==> config.mk <==
export PLATFORM = sky130hd
export DESIGN_NAME = lsu_bus_controller
export DESIGN_NICKNAME = d
export VERILOG_FILES = /design/src/rtl/lsu_bus_controller.sv
export SDC_FILE = /design/constraint.sdc
export NUM_CORES = 1
export LEC_CHECK = 0
export CELL_PAD_IN_SITES_DETAIL_PLACEMENT = 0
export CELL_PAD_IN_SITES_GLOBAL_PLACEMENT = 1
export CORE_UTILIZATION = 30
export CTS_CLUSTER_DIAMETER = 60
export DETAILED_ROUTE_END_ITERATION = 16
export GPL_TIMING_DRIVEN = 0
export PLACE_DENSITY = 0.71
export SETUP_SLACK_MARGIN = 0.02
export SYNTH_ARGS = -nofsm -noshare
export SYNTH_HDL_FRONTEND = slang
export SYNTH_SLANG_ARGS = --single-unit
==> constraint.sdc <==
create_clock -name clk -period 4.5 [get_ports clk]
set_input_delay 0.9 -clock clk [delete_from_list [all_inputs] [get_ports clk]]
set_output_delay 0.9 -clock clk [all_outputs]
set_load 0.02 [all_outputs]
==> src/rtl/lsu_bus_controller.sv <==
// lsu_bus_controller: load/store sequencer between the core and the data bus.
// One registered req/ack transaction per access, with byte-lane steering of
// store data, lane selection plus sign/zero extension of load data, and
// detection of misaligned and timed-out accesses.
module lsu_bus_controller #(
  parameter int TIMEOUT = 255
) (
  input  logic        clk,
  input  logic        rst_n,
  input  logic        mem_read,
  input  logic        mem_write,
  input  logic [1:0]  mem_size,
  input  logic        mem_sign,
  input  logic [31:0] addr,
  input  logic [31:0] wdata,
  output logic        stall,
  output logic [31:0] rdata,
  output logic        fault,
  output logic        bus_req,
  output logic        bus_we,
  output logic [31:0] bus_addr,
  output logic [3:0]  bus_be,
  output logic [31:0] bus_wdata,
  input  logic [31:0] bus_rdata,
  input  logic        bus_ack
);

  typedef enum logic [1:0] {
    ST_IDLE = 2'b00,
    ST_BUS  = 2'b01,
    ST_DONE = 2'b10
  } state_t;

  // Counter value in the last BUS cycle before the access is abandoned.
  localparam logic [7:0] LP_CNT_LAST = 8'(TIMEOUT - 1);

  // Byte enables for the access size and the low address bits.
  function automatic logic [3:0] calc_be(input logic [1:0] size, input logic [1:0] lo);
    case (size)
      2'b00:   calc_be = 4'b0001 << lo;
      2'b01:   calc_be = 4'b0011 << {lo[1], 1'b0};
      default: calc_be = 4'b1111;
    endcase
  endfunction

  // Store data replicated into every lane the access may target.
  function automatic logic [31:0] rep_wdata(input logic [1:0] size, input logic [31:0] d);
    case (size)
      2'b00:   rep_wdata = {4{d[7:0]}};
      2'b01:   rep_wdata = {2{d[15:0]}};
      default: rep_wdata = d;
    endcase
  endfunction

  // Half accesses need an even address, word accesses a word-aligned one.
  function automatic logic is_misaligned(input logic [1:0] size, input logic [1:0] lo);
    case (size)
      2'b00:   is_misaligned = 1'b0;
      2'b01:   is_misaligned = lo[0];
      default: is_misaligned = (lo != 2'b00);
    endcase
  endfunction

  // Pick the addressed lane out of the bus word and extend it to 32 bits.
  function automatic logic [31:0] fmt_load(input logic [1:0] size, input logic sign,
                                           input logic [1:0] lane, input logic [31:0] d);
    logic [7:0]  b;
    logic [15:0] h;
    b = d[{lane, 3'b000} +: 8];
    h = d[{lane[1], 4'b0000} +: 16];
    case (size)
      2'b00:   fmt_load = {{24{sign & b[7]}}, b};
      2'b01:   fmt_load = {{16{sign & h[15]}}, h};
      default: fmt_load = d;
    endcase
  endfunction

  state_t      r_state;
  state_t      w_next_state;
  logic [7:0]  r_cnt;
  logic        r_bus_req;
  logic        r_bus_we;
  logic [31:0] r_bus_addr;
  logic [3:0]  r_bus_be;
  logic [31:0] r_bus_wdata;
  logic [31:0] r_rdata;
  logic        r_is_load;
  logic [1:0]  r_size;
  logic        r_sign;
  logic [1:0]  r_lane;
  logic        r_to_fault;

  logic        w_access;
  logic        w_is_write;
  logic        w_misaligned;
  logic        w_stall;
  logic        w_fault;
  logic        w_start;
  logic        w_ack_take;
  logic        w_timeout;

  // A simultaneous read and write request is handled as a write.
  assign w_access     = mem_read | mem_write;
  assign w_is_write   = mem_write;
  assign w_misaligned = is_misaligned(mem_size, addr[1:0]);

  // Next-state logic plus the combinational stall/fault strobes.
  always_comb begin
    w_next_state = r_state;
    w_stall      = 1'b0;
    w_fault      = 1'b0;
    w_start      = 1'b0;
    w_ack_take   = 1'b0;
    w_timeout    = 1'b0;
    case (r_state)
      ST_IDLE: begin
        if (w_access) begin
          if (w_misaligned) begin
            w_fault = 1'b1;
          end else begin
            w_stall      = 1'b1;
            w_start      = 1'b1;
            w_next_state = ST_BUS;
          end
        end else begin
          w_next_state = ST_IDLE;
        end
      end
      ST_BUS: begin
        w_stall = 1'b1;
        // Ack takes priority over an expiring counter.
        if (bus_ack) begin
          w_ack_take   = 1'b1;
          w_next_state = ST_DONE;
        end else if (r_cnt == LP_CNT_LAST) begin
          w_timeout    = 1'b1;
          w_next_state = ST_DONE;
        end else begin
          w_next_state = ST_BUS;
        end
      end
      ST_DONE: begin
        w_fault      = r_to_fault;
        w_next_state = ST_IDLE;
      end
      default: begin
        w_next_state = ST_IDLE;
      end
    endcase
  end

  // State register.
  always_ff @(posedge clk or negedge rst_n) begin
    if (!rst_n) begin
      r_state <= ST_IDLE;
    end else begin
      r_state <= w_next_state;
    end
  end

  // Timeout counter: cleared on issue, counts BUS cycles without ack.
  always_ff @(posedge clk or negedge rst_n) begin
    if (!rst_n) begin
      r_cnt <= 8'd0;
    end else if (w_start) begin
      r_cnt <= 8'd0;
    end else if ((r_state == ST_BUS) && !w_ack_take && !w_timeout) begin
      r_cnt <= r_cnt + 8'd1;
    end else begin
      r_cnt <= r_cnt;
    end
  end

  // Bus request and payload: loaded on issue, held until the access ends.
  always_ff @(posedge clk or negedge rst_n) begin
    if (!rst_n) begin
      r_bus_req   <= 1'b0;
      r_bus_we    <= 1'b0;
      r_bus_addr  <= 32'd0;
      r_bus_be    <= 4'd0;
      r_bus_wdata <= 32'd0;
    end else if (w_start) begin
      r_bus_req   <= 1'b1;
      r_bus_we    <= w_is_write;
      r_bus_addr  <= {addr[31:2], 2'b00};
      r_bus_be    <= calc_be(mem_size, addr[1:0]);
      r_bus_wdata <= rep_wdata(mem_size, wdata);
    end else if (w_ack_take || w_timeout) begin
      r_bus_req   <= 1'b0;
    end else begin
      r_bus_req   <= r_bus_req;
    end
  end

  // Access context kept for formatting the returned load data.
  always_ff @(posedge clk or negedge rst_n) begin
    if (!rst_n) begin
      r_is_load <= 1'b0;
      r_size    <= 2'b00;
      r_sign    <= 1'b0;
      r_lane    <= 2'b00;
    end else if (w_start) begin
      r_is_load <= ~w_is_write;
      r_size    <= mem_size;
      r_sign    <= mem_sign;
      r_lane    <= addr[1:0];
    end else begin
      r_is_load <= r_is_load;
    end
  end

  // Load result: formatted bus data on ack, zero on timeout, else held.
  always_ff @(posedge clk or negedge rst_n) begin
    if (!rst_n) begin
      r_rdata <= 32'd0;
    end else if (w_ack_take && r_is_load) begin
      r_rdata <= fmt_load(r_size, r_sign, r_lane, bus_rdata);
    end else if (w_timeout && r_is_load) begin
      r_rdata <= 32'd0;
    end else begin
      r_rdata <= r_rdata;
    end
  end

  // Remembers a timeout so the fault pulse lands in the DONE cycle.
  always_ff @(posedge clk or negedge rst_n) begin
    if (!rst_n) begin
      r_to_fault <= 1'b0;
    end else begin
      r_to_fault <= w_timeout;
    end
  end

  // stall and fault are gated by reset so they drop the moment rst_n falls.
  assign stall     = rst_n & w_stall;
  assign fault     = rst_n & w_fault;
  assign rdata     = r_rdata;
  assign bus_req   = r_bus_req;
  assign bus_we    = r_bus_we;
  assign bus_addr  = r_bus_addr;
  assign bus_be    = r_bus_be;
  assign bus_wdata = r_bus_wdata;

endmodule

==> run metrics <==
CP Class in2out; Setup crit start mem_size[1]; final WL 17.04 mm; Total Routing Usage GR 19.10%; ys async rst share 100.0%; fin crit period 4.161 ns; Rows 48; H-tree Lvls 4; drc violations 0; Clock Sinks 117; clock buffer depth 2; Startpoint Class primary input; largest net degree at the start of global routing 92; layout overhead on the synthesized area 55.37%; post-CTS sizing 0; RSZ-0062 raised after global routing false; Setup Buffers After CTS 0; Ports 208; vias in the first global route 4,975; Vias/cell 4.817; R2R Setup Slk 2.35 ns; total power 0.005671 W; Max VDD drop 313.8 uV; clock input transition at the sequential cells of the worst setup and hold paths 0.05 ns; Final Cycle Share 92.46%; vias 4,928; Antenna Cells 0; fin nets 891; fin. max-slew vios 0; Cells after Synth 559; starting density of the core 31.06%; Final Non-Filler Cells 1,023; CP Max Fanout 10; pwr/cell area 669.9 nW/um^2; PortBufs 205; Chip Width 136.8 um; average size of a mapped cell 9.745 sq um; dpl cells 991; DIE AREA 18,700 sq um; Clock Skew 0.006482 ns; Inserted Clock Buffers 17; measured slew at the worst slew-check pin 0.7178 ns; root buffer cell clkbuf_16; share of layout cells above drive strength 1 8.020%; Crit path required time 3.60 ns; Seq/Total Area, Yosys 53.74%; placer's final routability congestion estimate 0.8004; FF-to-FF path depth 8; worst skew pair latency 0.41 ns; setup_tns 0 ns; launching point of the worst reg2reg path r_cnt[0]$_DFFE_PN0P_; Final Core Density 48.27%; final setup vio count 0; Worst R2R End rdata[18]$_DFFE_PN0P_; Die H 136.8 um; DRT Pass-1 Iters 4; crit path buf inv count 4; Worst path slowest cell clkdlybuf4s50_1; Critical Path End Type output port; Synth Warn # 0; crit-path cells clkdlybuf4s50_1 > nor2_1 > buf_2 > o211a_1 > clkbuf_1 > o211a_1 > clkdlybuf4s50_1; initial antenna violation count 0; first-pass GRT wire length 26.81 mm; GR Overflow Total 0; Routed Antenna Nets 0; DR WL/cell 16.66 um; Worst Path Arrival 3.26 ns; count of cell types in the netlist 45; status complete, no violations; synthesized area 5448 sq um; delay of the slowest critical-path stage 0.63 ns; Post-synth EDFFs 0; Min-Delay Path Class in2async; core region area 17,540 sq um; total of max-cap violations 0; Final Hold Vio Count 0; DRT iter0 DRCs 281; Yosys reg bits 117; CTS tree done; fmax 0.2403 GHz; CTS hold repair buffers 0; Rel. slew slack 52.14%; Top Family by Delay on Critical Path buffers and inverters; ys flop type dfrtp_1; P_leak 3.807 nW; DP HPWL 12.72 mm
registers in the layout, summed over array words and instances, names as in the netlist:
register	count
r_lane	2
r_to_fault	1
bus_addr	30
rdata	32
r_sign	1
bus_be	4
r_cnt	8
bus_req	1
r_is_load	1
bus_wdata	32
bus_we	1
r_state	2
r_size	2
cells by family after synthesis:
kind of cell	synth area share [%]
adder cells (fa/ha/maj)	0.4593
AND/OR/NAND/NOR	18.74
XOR/XNOR	0.1608
AO/OA/AOI/OAI	15.16
flip-flops	53.74
multiplexers	7.901
buffers and inverters	3.767
other	0.06884
stage by stage:
step / instance area (sq um) / hold slack (ns) / worst slack, ns
floorplan: 5451 / 0.4404 / 1.608
global placement: 7785 / 0.4577 / -2.977
finish: 8464 / 0.3616 / 0.3391
detailed placement: 7814 / 0.4619 / 0.3023
CTS: 8464 / 0.3550 / 0.2838
global route: 8464 / 0.3622 / 0.1559
layer usage:
metal / global-route usage [%] / wire length (um) / vias up
met1: 23.94 / 7426 / 2373
li1: - / - / 2367
met2: 31.11 / 8102 / 160
met4: 8.519 / 444 / 0
met5: 0 / 0 / -
met3: 4.593 / 1069 / 28
area by class of cell:
cell class,instances,area (sq um)
Buffer,41,182.7
Clock buffer,23,478.0
Clock inverter,9,172.7
Fill cell,1661,9072
Inverter,6,22.52
Multi-Input combinational cell,396,2318
Sequential cell,117,2928
Tap cell,225,281.5
Timing Repair Buffer,206,2081
power breakdown:
group	switching (W)	internal (W)	total (W)
Sequential	0.000257	0.00149	0.00174
Combinational	0.00129	0.00115	0.00243
Clock	0.000469	0.00102	0.00149
cells in the mapped netlist (2+ instances only):
cell type	count	area, sq um
ha_1	2	25.02
nand2b_1	19	118.9
inv_1	6	22.52
o21ai_0	51	255.2
o2bb2ai_1	8	70.07
nor2_1	16	60.06
and3_1	6	37.54
a221o_1	6	60.06
o211a_1	3	30.03
buf_2	5	25.02
nor4bb_1	2	20.02
dfrtp_1	117	2928
a31oi_1	4	25.02
a221oi_1	2	17.52
nand3_1	3	15.01
or2_2	2	12.51
nor2b_1	10	62.56
a32o_1	8	80.08
a21oi_1	21	105.1
buf_4	4	30.03
mux2i_1	34	340.3
clkbuf_1	30	112.6
mux2_2	8	90.09
nand2_1	162	608.1
a221o_2	10	112.6
cell usage in the layout, fill, tap and decap left out, drive strengths merged, types with 4 or more instances in the layout:
| cell | n |
|---|---|
| a21oi | 21 |
| nand2 | 162 |
| inv | 6 |
| o21ai | 51 |
| bufinv | 5 |
| nand2b | 19 |
| clkbuf | 53 |
| o2bb2ai | 8 |
| nor2b | 10 |
| and3 | 6 |
| a221o | 16 |
| dfrtp | 117 |
| clkdlybuf4s50 | 204 |
| a31oi | 4 |
| buf | 13 |
| a32o | 8 |
| nor2 | 16 |
| mux2 | 8 |
| mux2i | 34 |
worst max path at each step:
stage             to  depth (start not counted)
5_1_grt        stall                          7
6_report       stall                          7
3_5_place_dp   stall                          7
2_1_floorplan  fault                          5
4_1_cts        stall                          7
3_3_place_gp   stall                          3
No activity file was read; power rests on OpenSTA's default activity.
